### src/rtl/keypad_pkg.sv
// Shared types and constants for the 4x4 keypad entry block.
package keypad_pkg;

    localparam int unsigned CODE_W    = 4;
    localparam int unsigned NUM_LINES = 4;
    localparam logic [NUM_LINES-1:0] IDLE_COL = 4'b1110;

    typedef enum logic [1:0] {
        IDLE,
        DEB_PRESS,
        HELD,
        DEB_RELEASE
    } key_state_e;

endpackage

### src/rtl/keypad_col_scanner.sv
// Column scan driver: slot divider, one-hot active-low column drive,
// 2-flop row synchronizer and a visit strobe on the last cycle of each slot.
module keypad_col_scanner
    import keypad_pkg::*;
#(
    parameter int unsigned SCAN_DIV = 50000
) (
    input  logic                 iCLK,
    input  logic                 iReset,
    input  logic [NUM_LINES-1:0] iRow,
    output logic [NUM_LINES-1:0] col_n,
    output logic                 visit,
    output logic [1:0]           visit_col,
    output logic [NUM_LINES-1:0] rows
);

    localparam int unsigned DIV_W = $clog2(SCAN_DIV);
    localparam logic [DIV_W-1:0] DIV_LAST = DIV_W'(SCAN_DIV - 1);

    logic [DIV_W-1:0]     div_q, div_d;
    logic [1:0]           col_q, col_d;
    logic [NUM_LINES-1:0] col_n_q, col_n_d;
    logic [NUM_LINES-1:0] sync1_q, sync1_d;
    logic [NUM_LINES-1:0] sync2_q, sync2_d;
    logic                 slot_end;

    always_comb begin
        slot_end = (div_q == DIV_LAST);
        div_d    = slot_end ? '0 : div_q + DIV_W'(1);
        col_d    = slot_end ? col_q + 2'd1 : col_q;
        // rotating the drive pattern keeps it one-hot without a decoder
        col_n_d  = slot_end ? {col_n_q[NUM_LINES-2:0], col_n_q[NUM_LINES-1]} : col_n_q;
        sync1_d  = iRow;
        sync2_d  = sync1_q;
    end

    always_ff @(posedge iCLK or posedge iReset) begin
        if (iReset) begin
            div_q   <= '0;
            col_q   <= '0;
            col_n_q <= IDLE_COL;
            sync1_q <= '1;
            sync2_q <= '1;
        end else begin
            div_q   <= div_d;
            col_q   <= col_d;
            col_n_q <= col_n_d;
            sync1_q <= sync1_d;
            sync2_q <= sync2_d;
        end
    end

    assign col_n     = col_n_q;
    assign visit     = slot_end;
    assign visit_col = col_q;
    assign rows      = sync2_q;

endmodule

### src/rtl/keypad_entry.sv
// 4x4 keypad entry: debounced key capture into a two-digit hex register.
// Define KEYPAD_AUTOREPEAT_EN to re-emit a held key every REPEAT_SCANS scan periods.
module keypad_entry
    import keypad_pkg::*;
#(
    parameter int unsigned SCAN_DIV       = 50000,
    parameter int unsigned DEBOUNCE_SCANS = 4,
    parameter int unsigned REPEAT_SCANS   = 40
) (
    input  logic                 iCLK,
    input  logic                 iReset,
    input  logic [NUM_LINES-1:0] iRow,
    output logic [NUM_LINES-1:0] oCol,
    output logic [CODE_W-1:0]    oKey,
    output logic                 oKeyValid,
    output logic [2*CODE_W-1:0]  oHex
);

    if (SCAN_DIV < 2 || SCAN_DIV > (1 << 20)) begin : g_bad_scan_div
        $error("keypad_entry: SCAN_DIV out of range");
    end
    if (DEBOUNCE_SCANS < 1 || DEBOUNCE_SCANS > 15) begin : g_bad_debounce
        $error("keypad_entry: DEBOUNCE_SCANS out of range");
    end
    if (REPEAT_SCANS < 1) begin : g_bad_repeat
        $error("keypad_entry: REPEAT_SCANS out of range");
    end

    localparam logic [3:0] DEB_LAST = 4'(DEBOUNCE_SCANS);

    logic                 visit;
    logic [1:0]           visit_col;
    logic [NUM_LINES-1:0] rows;

    keypad_col_scanner #(
        .SCAN_DIV(SCAN_DIV)
    ) u_scan (
        .iCLK      (iCLK),
        .iReset    (iReset),
        .iRow      (iRow),
        .col_n     (oCol),
        .visit     (visit),
        .visit_col (visit_col),
        .rows      (rows)
    );

    key_state_e           state_q, state_d;
    logic [CODE_W-1:0]    cand_q, cand_d;
    logic [3:0]           cnt_q, cnt_d;
    logic [CODE_W-1:0]    key_q, key_d;
    logic                 valid_q, valid_d;
    logic [2*CODE_W-1:0]  hex_q, hex_d;

    logic                 emit;
    logic                 any_down;
    logic [1:0]           hit_row;
    logic                 cand_seen;
    logic                 cand_down;
    logic [3:0]           cnt_inc;

`ifdef KEYPAD_AUTOREPEAT_EN
    localparam int unsigned REP_W = $clog2(REPEAT_SCANS + 1);
    localparam logic [REP_W-1:0] REP_LAST = REP_W'(REPEAT_SCANS);
    logic [REP_W-1:0] rep_q, rep_d;
`endif

    always_comb begin
        any_down = 1'b0;
        hit_row  = '0;
        for (int unsigned r = 0; r < NUM_LINES; r++) begin
            if (!rows[r] && !any_down) begin
                any_down = 1'b1;
                hit_row  = 2'(r);
            end
        end
    end

    always_comb begin
        state_d   = state_q;
        cand_d    = cand_q;
        cnt_d     = cnt_q;
        key_d     = key_q;
        valid_d   = 1'b0;
        hex_d     = hex_q;
        emit      = 1'b0;
        cand_seen = visit && (visit_col == cand_q[1:0]);
        cand_down = !rows[cand_q[3:2]];
        cnt_inc   = cnt_q + 4'd1;
`ifdef KEYPAD_AUTOREPEAT_EN
        rep_d     = rep_q;
`endif

        case (state_q)
            IDLE: begin
                if (visit && any_down) begin
                    cand_d = {hit_row, visit_col};
                    if (DEB_LAST == 4'd1) begin
                        state_d = HELD;
                        cnt_d   = '0;
                        emit    = 1'b1;
                    end else begin
                        state_d = DEB_PRESS;
                        cnt_d   = 4'd1;
                    end
                end
            end
            DEB_PRESS: begin
                if (cand_seen) begin
                    if (!cand_down) begin
                        state_d = IDLE;
                        cnt_d   = '0;
                    end else if (cnt_inc == DEB_LAST) begin
                        state_d = HELD;
                        cnt_d   = '0;
                        emit    = 1'b1;
                    end else begin
                        cnt_d = cnt_inc;
                    end
                end
            end
            HELD: begin
                if (cand_seen) begin
                    if (!cand_down) begin
                        state_d = (DEB_LAST == 4'd1) ? IDLE : DEB_RELEASE;
                        cnt_d   = (DEB_LAST == 4'd1) ? 4'd0 : 4'd1;
                    end else begin
`ifdef KEYPAD_AUTOREPEAT_EN
                        if (rep_q + REP_W'(1) == REP_LAST) begin
                            rep_d = '0;
                            emit  = 1'b1;
                        end else begin
                            rep_d = rep_q + REP_W'(1);
                        end
`endif
                    end
                end
            end
            DEB_RELEASE: begin
                if (cand_seen) begin
                    if (cand_down) begin
                        state_d = HELD;
                        cnt_d   = '0;
                    end else if (cnt_inc == DEB_LAST) begin
                        state_d = IDLE;
                        cnt_d   = '0;
                    end else begin
                        cnt_d = cnt_inc;
                    end
                end
            end
            default: begin
                state_d = IDLE;
                cnt_d   = '0;
            end
        endcase

        if (emit) begin
            key_d   = cand_d;
            valid_d = 1'b1;
            hex_d   = {hex_q[CODE_W-1:0], cand_d};
`ifdef KEYPAD_AUTOREPEAT_EN
            // a fresh acceptance restarts the repeat interval
            if (state_q != HELD) rep_d = '0;
`endif
        end
    end

    always_ff @(posedge iCLK or posedge iReset) begin
        if (iReset) begin
            state_q <= IDLE;
            cand_q  <= '0;
            cnt_q   <= '0;
            key_q   <= '0;
            valid_q <= 1'b0;
            hex_q   <= '0;
        end else begin
            state_q <= state_d;
            cand_q  <= cand_d;
            cnt_q   <= cnt_d;
            key_q   <= key_d;
            valid_q <= valid_d;
            hex_q   <= hex_d;
        end
    end

`ifdef KEYPAD_AUTOREPEAT_EN
    always_ff @(posedge iCLK or posedge iReset) begin
        if (iReset) rep_q <= '0;
        else        rep_q <= rep_d;
    end
`endif

    assign oKey      = key_q;
    assign oKeyValid = valid_q;
    assign oHex      = hex_q;

endmodule

### config.mk
export PLATFORM = sky130hd
export DESIGN_NAME = keypad_entry
export DESIGN_NICKNAME = d
export VERILOG_FILES = /design/src/rtl/keypad_pkg.sv /design/src/rtl/keypad_col_scanner.sv /design/src/rtl/keypad_entry.sv
export SDC_FILE = /design/constraint.sdc
export NUM_CORES = 1
export LEC_CHECK = 0
export CAP_MARGIN = 20
export CORE_UTILIZATION = 27
export DETAILED_ROUTE_END_ITERATION = 8
export PLACE_DENSITY = 0.48
export SLEW_MARGIN = 20
export SYNTH_ARGS = -nofsm -noshare
export SYNTH_HDL_FRONTEND = slang
export SYNTH_HIERARCHICAL = 1
export SYNTH_SLANG_ARGS = --single-unit
### constraint.sdc
create_clock -name iCLK -period 4.4 [get_ports iCLK]
set_input_delay 0.88 -clock iCLK [delete_from_list [all_inputs] [get_ports iCLK]]
set_output_delay 0.88 -clock iCLK [all_outputs]
set_load 0.03 [all_outputs]
# [After elaboration in Yosys (flattened, before gate mapping)]
# Index checks and enable logic that the tools add are counted.
[totals] regBits=53 out_inout_bits=17 in_bits=6 word_cells=77
[op_classes] n_eq_ne=13 n_addsub=3 reduce_logical=13 n_lt_le_gt_ge=1 mux=36
[ops] op="$mux 4" n=10
[ops] op="$mux 2" n=11
[ops] op="$add 16x1->16 const B" n=1
[ops] op="$eq 16x16->1 const B" n=1
[ops] op="$mux 16" n=1
[ops] op="$pmux 4 s4" n=1
[ops] op="$mux 1" n=11
[ops] op="$ne 2x2->1 const B" n=5
[ops] op="$pmux 2 s4" n=1
[ops] op="$reduce_and 7->1" n=1
[ops] op="$ne 3x3->1 const B" n=2
[ops] op="$logic_and 1x1->1" n=5
[ops] op="$logic_not 1->1" n=5
[ops] op="$reduce_and 5->1" n=1
[ops] op="$add 4x1->4 const B" n=1
[ops] op="$eq 2x2->1 const B" n=2
[ops] op="$eq 4x3->1 const B" n=1
[ops] op="$lt 2x3->1 const B" n=1
[ops] op="$add 2x1->2 const B" n=1
[ops] op="$bmux 1 s2" n=1
[ops] op="$eq 2x1->1 const B" n=1
[ops] op="$eq 2x2->1" n=1
[ops] op="$logic_not 2->1" n=1

# [Depth between registers and ports, before layout]
# Gate-level depths: netlist (run 1).
[logic_depth] ltp_word=12 depth_mapped=9 ltp_nobuf=8

# [Cells and area by module]
# The synthesis (run 1) kept the hierarchy.
[modules_own_cells] module="keypad_col_scanner" cells_per_inst=91 seq_area_each_um2=764.5 area_per_inst_um2=1234.9 n_inst=1
[modules_own_cells] module="keypad_entry" cells_per_inst=96 seq_area_each_um2=475.5 area_per_inst_um2=1087.3 n_inst=1

# [Worst setup path before layout (run 1)]
# Ideal clock, no wire load.
[synth_timing] path_kind="register to register" start="register u_scan.div_q[0]" end="register key_q[0] (netlist: oKey[0])" stages_incl_launch_ff=10 setup_ns=0.125 path_slack_ns=2.058 synth_period_minus_slack_ns=2.342 arrival_ns=2.217 path_buffers=1 t_required_ns=4.275 cell_sequence="dfrtp_1 > ha_1 > nand3_1 > nand4b_4 > inv_2 > buf_6 > nor3b_2 > o21ai_1 > mux2_2 > mux2_2"
[synth_via] elab_chain_len=4 elab_cells_between_ends=7 classes_between="1 x eq/ne; 4 x mux; 2 x reduce/logical"
[synth_rtl] item="from (decl)" line_no="keypad_col_scanner.sv:20" source="logic [DIV_W-1:0] div_q, div_d;"
[synth_rtl] item="from (signal assigned)" line_no="keypad_col_scanner.sv:45" source="div_q <= div_d;"
[synth_rtl] item="$eq 16x16->1" line_no="keypad_col_scanner.sv:28" source="slot_end = (div_q == DIV_LAST);"
[synth_rtl] item="named net visit" line_no="keypad_entry.sv:31" source="logic visit;"
[synth_rtl] item="$logic_and 1x1->1" line_no="keypad_entry.sv:95" source="if (visit && any_down) begin"
[synth_rtl] item="$mux 4" line_no="keypad_entry.sv:95"
[synth_rtl] item="$mux 4" line_no="keypad_entry.sv:93" source="case (state_q)"
[synth_rtl] item="named net cand_d[0]" line_no="keypad_entry.sv:48" source="logic [CODE_W-1:0] cand_q, cand_d;"
[synth_rtl] item="to (signal assigned)" line_no="keypad_entry.sv:180" source="key_q <= key_d;"
[synth_rtl] item="to (decl)" line_no="keypad_entry.sv:50" source="logic [CODE_W-1:0] key_q, key_d;"
# The timed path passes the listed nets, and every way through them passes these cells.
# A chain may end at the register's enable or synchronous reset.

# [Worst setup path after layout (run 1)]
[layout_timing] start="register u_scan.div_q[0]" end="register key_q[1] (netlist: oKey[1])"
# Same word-level chain as after synthesis.

==> results of run 1 <==
## per-layer routing
| metal | GRT usage (%) | vias up | wire (um) |
|---|---|---|---|
| li1 | - | 709 | - |
| met1 | 13.1 | 725 | 1970 |
| met2 | 17.0 | 21 | 1950 |
| met3 | 2.74 | 7 | 121 |
| met4 | 4.17 | 0 | 70 |
| met5 | 0 | - | 0 |
## sequential cells by signal (all words and copies together) (netlist names), named ones only
| name | count |
|---|---|
| u_scan/div_q | 16 |
| oHex | 5 |
| cand_q | 4 |
| cnt_q | 4 |
| u_scan/col_n | 4 |
| u_scan/rows | 4 |
| u_scan/sync1_q | 4 |
| oKey | 3 |
| u_scan/visit_col | 2 |
| oKeyValid | 1 |
| state_q | 1 |
## path summary, 6_finish.rpt
check,slack [ns],cells past startpoint,end,start
worst min-delay path,0.35,0,u_scan/rows[2]$_DFF_PP1_,u_scan/sync1_q[2]$_DFF_PP1_
worst max-delay path,1.68,8,oKey[1]$_DFFE_PP0P_,u_scan/div_q[0]$_DFF_PP0_
worst min register to register,0.35,0,u_scan/rows[2]$_DFF_PP1_,u_scan/sync1_q[2]$_DFF_PP1_
min in group asynchronous,1.04,2,oHex[3]$_DFFE_PP0P_,iReset
worst max register to register,1.68,8,oKey[1]$_DFFE_PP0P_,u_scan/div_q[0]$_DFF_PP0_
max in group asynchronous,2.64,3,u_scan/col_n[1]$_DFFE_PP1N_,iReset
## stage by stage
stage               cell area [um2]  total power, uW  hold WS (ns)  utilization, %
floorplan                      2320              479         0.345               -
global placement               2620              488         0.347            31.8
detailed placement             2620              488         0.347            31.8
CTS                            2740              822         0.353            33.2
global route                   2740              843         0.360            33.2
finish                         2740              804         0.351            33.2
## kinds of logic (layout without fill, tap and decap cells)
kind of cell	after synthesis	in the layout	synth area share [%]
AO/OA/AOI/OAI	26	26	7.71
AND/OR/NAND/NOR	59	59	17.9
buffers and inverters	16	40	3.93
flip-flops	49	49	53.4
multiplexers	16	16	8.35
XOR/XNOR	18	18	7.11
adder cells (fa/ha/maj)	3	3	1.62
## power by group
group | switching [uW] | leakage [uW] | internal [uW]
sequential | 2.24 | 0.000632 | 457
clock | 140 | 0.0000585 | 185
combinational | 12.8 | 0.000576 | 6.48
## placed cells by master, fill, tap and decap left out, drive strengths merged, types with 2 or more instances in the layout
cell type,n
and3,2
and2,2
nand4,7
and4bb,2
inv,9
a22o,2
nand2b,2
a21oi,6
nand3,9
dfrtp,38
o21ai,6
nor4b,2
o211ai,5
nor3b,2
xor2,8
nor2,11
or3,2
nand2,7
clkdlybuf4s50,22
clkbuf,7
a21boi,2
ha,3
nor4,2
mux2,14
dfstp,11
or4b,2
xnor2,10
## worst reg2reg max path: stages, from the launching register on
cell and delay [ns]:
dfrtp_1 0.39, ha_1 0.19, nand3_1 0.23, nand4b_4 0.31
inv_2 0.25, nor3b_2 0.36, o21ai_1 0.27, mux2_2 0.35
mux2_2 0.26
## area by class of cell
cell class              instances  share of cell area (%)
repair buffers                 23                    8.31
clock buffers                   7                    3.15
well taps                     105                    4.79
inverters                       9                    1.23
multi-input cells             122                    36.2
clock inverters                 1                    1.10
flip-flops and latches         49                    45.3
==> impl_metrics.json, run 1 <==
{
  "cts_hold_buf": 0,
  "synth.top_cell.area_share_pct": 40.9,
  "die_w_um": 94.7,
  "cts_tree": "yes",
  "netlist_area_um2": 2320,
  "power_density_nw_per_um2": 293,
  "final-seq-area_um2": 1240,
  "cap_violations": 0,
  "synth_cells": 187,
  "clockBufferDepth": 2,
  "numCtsBuffers": 5,
  "drv_slew": 0,
  "crit_fanout": 14,
  "crit_slowest_cell": "dfrtp_1",
  "synth_common_cells": "38 x dfrtp_1, 13 x mux2_2, 11 x dfstp_2",
  "status": "finished, final reports clean",
  "first_global_vias": 1495,
  "path_delay_family": "simple AND/OR/NAND/NOR gates",
  "synth_edf_count": 0,
  "track_usage_pct": 10.4,
  "drive_gt1_share_pct": 22.7,
  "cp_cell_sequence": "ha_1 -> nand3_1 -> nand4b_4 -> inv_2 -> nor3b_2 -> o21ai_1 -> mux2_2 -> mux2_2",
  "period_needed_ns": 2.72,
  "critical_path_required_ns": 4.58,
  "wl_mm": 4.11,
  "die_h_um": 94.7,
  "dp.final_hpwl_mm": 3.01,
  "rows": 33,
  "die_area_um2": 8980,
  "final_nets": 219,
  "synth_nets": 196,
  "setup_tns_ns": 0,
  "num-fill-cells": 848,
  "grt_pass1_wl_mm": 7.17,
  "gp_congestion": 0.749,
  "via_count": 1462,
  "multiInputGateArea_um2": 991,
  "h-tree-depth": 2,
  "clkLatencyLatePin_ns": 0.30,
  "io-pin-count": 23,
  "avgViaCountPerCell": 4.63,
  "ys_top_cells_by_area": "dfrtp_1 41%, dfstp_2 12%, mux2_2 6.3%",
  "rsz0062_at_grt": "false",
  "drc_errors": 0,
  "worst_slack_ns": 1.68,
  "clock-root-buffer": "clkbuf_8",
  "antenna-diode-count": 0,
  "hp-class": "reg2reg",
  "synth_flop_cell": "dfrtp_1",
  "drt_pass1_iterations": 4,
  "yosysSeqAreaShare_pct": 53.4,
  "worstPathArrival_ns": 2.90,
  "initial_utilization_pct": 28.1,
  "final_cells": 316,
  "synthArstFlopShare_pct": 100,
  "startpoint_type": "register",
  "cp_num_buf_inv": 1,
  "p_leak_uw": 0.00127,
  "cts-resized-gates": 0,
  "dp_cells": 308,
  "synth_cell_type_count": 53,
  "crit_top_cell": "mux2_2",
  "yosysTopAreaCell": "dfrtp_1",
  "synth_warnings": 6,
  "syn2layout_area_growth_pct": 18.0,
  "finalCritPeriodShare_pct": 61.8,
  "path_class": "reg2reg",
  "post-place-ws_ns": 1.65,
  "grt_max_degree": 21,
  "tightestPinTransition_ns": 0.756,
  "vdd_ir_drop_max_uv": 134,
  "core_um2": 8260,
  "finalHoldViolations": 0,
  "wl_per_cell_um": 13.0,
  "path_clk_slew_ns": 0.09,
  "slew_headroom_pct": 49.6,
  "cp-end-kind": "register",
  "finalSetupViolCount": 0,
  "drtAntennaViolNets": 0,
  "drt_iter0_drc": 23,
  "overflow": 0,
  "cts_setup_buffers": 0,
  "yosysMostFrequentCell": "dfrtp_1",
  "fin_skew_ns": 0.00777,
  "ys_ff_latch": 49,
  "clock.fmax_mhz": 368,
  "cts.sinks": 49,
  "antenna_found_initial": 0,
  "slowest_delay_ns": 0.39,
  "avgSynthCellArea_um2": 12.4,
  "portBuffers": 22
}
(Power assumes the default switching activity.)
==> run 2, diff against run 1 <==
Settings changed: PLACE_DENSITY 0.48 to 0.49.
Clock period 4.4 ns to 2.5 ns, I/O delays scaled along.
==> impl_metrics.json, run 2 (synthesis results as in run 1) <==
{
  "via_count": 1462,
  "cp_num_buf_inv": 1,
  "overflow": 0,
  "slew_headroom_pct": 62.7,
  "core_um2": 8260,
  "die_area_um2": 8980,
  "io-pin-count": 23,
  "post-place-ws_ns": 0.242,
  "clock-root-buffer": "clkbuf_8",
  "avgViaCountPerCell": 4.55,
  "cts_setup_buffers": 0,
  "crit_fanout": 7,
  "tightestPinTransition_ns": 0.556,
  "path_clk_slew_ns": 0.09,
  "die_h_um": 94.7,
  "final_common_cell": "dfrtp_1",
  "rows": 33,
  "design_area_um2": 2750,
  "portBuffers": 22,
  "cts_tree": "yes",
  "gp_congestion": 0.705,
  "cts-resized-gates": 0,
  "layout_common_cells": "38 x dfrtp_1, 22 x clkdlybuf4s50_1, 13 x mux2_2",
  "dp.final_hpwl_mm": 2.88,
  "clkLatencyLatePin_ns": 0.30,
  "initial_utilization_pct": 28.1,
  "cts_hold_buf": 0,
  "top_register": "u_scan/div_q",
  "hp-class": "reg2reg",
  "drive_gt1_share_pct": 25.0,
  "cap_violations": 0,
  "finalCritPeriodShare_pct": 89.7,
  "grt_max_degree": 31,
  "worst_slack_ns": 0.257,
  "placed_area_um2": 2660,
  "first_global_vias": 1472,
  "path_delay_family": "multiplexers",
  "die_w_um": 94.7,
  "finalSetupViolCount": 0,
  "rr_startpoint": "u_scan/div_q[0]$_DFF_PP0_",
  "drt_pass1_iterations": 4,
  "rsz0062_at_grt": "false",
  "numCtsBuffers": 5,
  "antenna-diode-count": 0,
  "wl_mm": 3.99,
  "worstPathArrival_ns": 2.42,
  "clock.fmax_mhz": 446,
  "cp-startpoint": "u_scan/div_q[0]$_DFF_PP0_",
  "drt_iter0_drc": 41,
  "track_usage_pct": 10.3,
  "hp-start": "u_scan/sync1_q[0]$_DFF_PP1_",
  "clockBufferDepth": 2,
  "crit_slowest_cell": "dfrtp_1",
  "power_density_nw_per_um2": 469,
  "cp_cell_sequence": "ha_1 -> nand3_1 -> nand4b_4 -> inv_2 -> nor3b_2 -> o21ai_1 -> mux2_2 -> mux2_2",
  "path_class": "reg2reg",
  "p_leak_uw": 0.00128,
  "wl_per_cell_um": 12.4,
  "syn2layout_area_growth_pct": 18.3,
  "drtAntennaViolNets": 0,
  "antenna_found_initial": 0,
  "slowest_delay_ns": 0.42,
  "cp-end-kind": "register",
  "finalHoldViolations": 0,
  "h-tree-depth": 2,
  "cts.sinks": 49,
  "final_nets": 224,
  "largest_register_ffs": 16,
  "startpoint_type": "register",
  "status": "finished, final reports clean",
  "crit_top_cell": "mux2_2",
  "critical_path_required_ns": 2.68,
  "drc_errors": 0,
  "period_needed_ns": 2.24,
  "grt_pass1_wl_mm": 7.12,
  "regToRegSetupSlack_ns": 0.26,
  "setup_tns_ns": 0,
  "drv_slew": 0,
  "fin_skew_ns": 0.0111,
  "vdd_ir_drop_max_uv": 153
}
-- run 2: report_power, final --
part           switching (uW)  internal [uW]
clock network             252            193
registers                4.03            804
logic                    21.6           12.5
total                     277           1010
-- run 2: cell type report --
cell class	instances	area, um2
multi-input combinational	122	991
timing repair buffer	28	265
fill	845	5510
sequential	49	1240
inverter	9	33.8
clock inverter	3	17.5
tap	105	131
clock buffer	5	68.8
-- run 2: path summary, 6_finish.rpt --
check / to / cells after the start
hold / removal: u_scan/rows[0]$_DFF_PP1_ / 0
setup reg to reg: oKey[1]$_DFFE_PP0P_ / 8
max in group asynchronous: u_scan/col_n[1]$_DFFE_PP1N_ / 3
setup / recovery: oKey[1]$_DFFE_PP0P_ / 8
min in group asynchronous: oHex[3]$_DFFE_PP0P_ / 3
hold reg to reg: u_scan/rows[0]$_DFF_PP1_ / 0
-- run 2: per-stage QoR --
stage	utilization, %	std cells	hold slack (ns)	total power [uW]
3_3_place_gp	32.2	313	0.346	859
3_5_place_dp	32.2	313	0.347	859
5_1_grt	33.3	321	0.361	1370
6_report	33.3	321	0.345	1290
2_1_floorplan	-	187	0.345	843
4_1_cts	33.3	321	0.349	1330
-- run 2: metal layers --
layer | vias up | wire length, um | track usage (%)
met2 | 17 | 1890 | 16.8
li1 | 719 | - | -
met3 | 6 | 103 | 2.66
met1 | 720 | 1940 | 13.2
met4 | 0 | 53 | 3.79
met5 | - | 0 | 0
-- run 2: worst register-to-register path, delay by kind of cell, from the launching register on --
kind / cells / cell delay (ns)
buffers and inverters: 1 / 0.06
and+or+nand+nor: 3 / 0.42
muxes: 2 / 0.68
DFF: 1 / 0.42
adders and majority gates: 1 / 0.24
AOI/OAI and AO/OA: 1 / 0.32
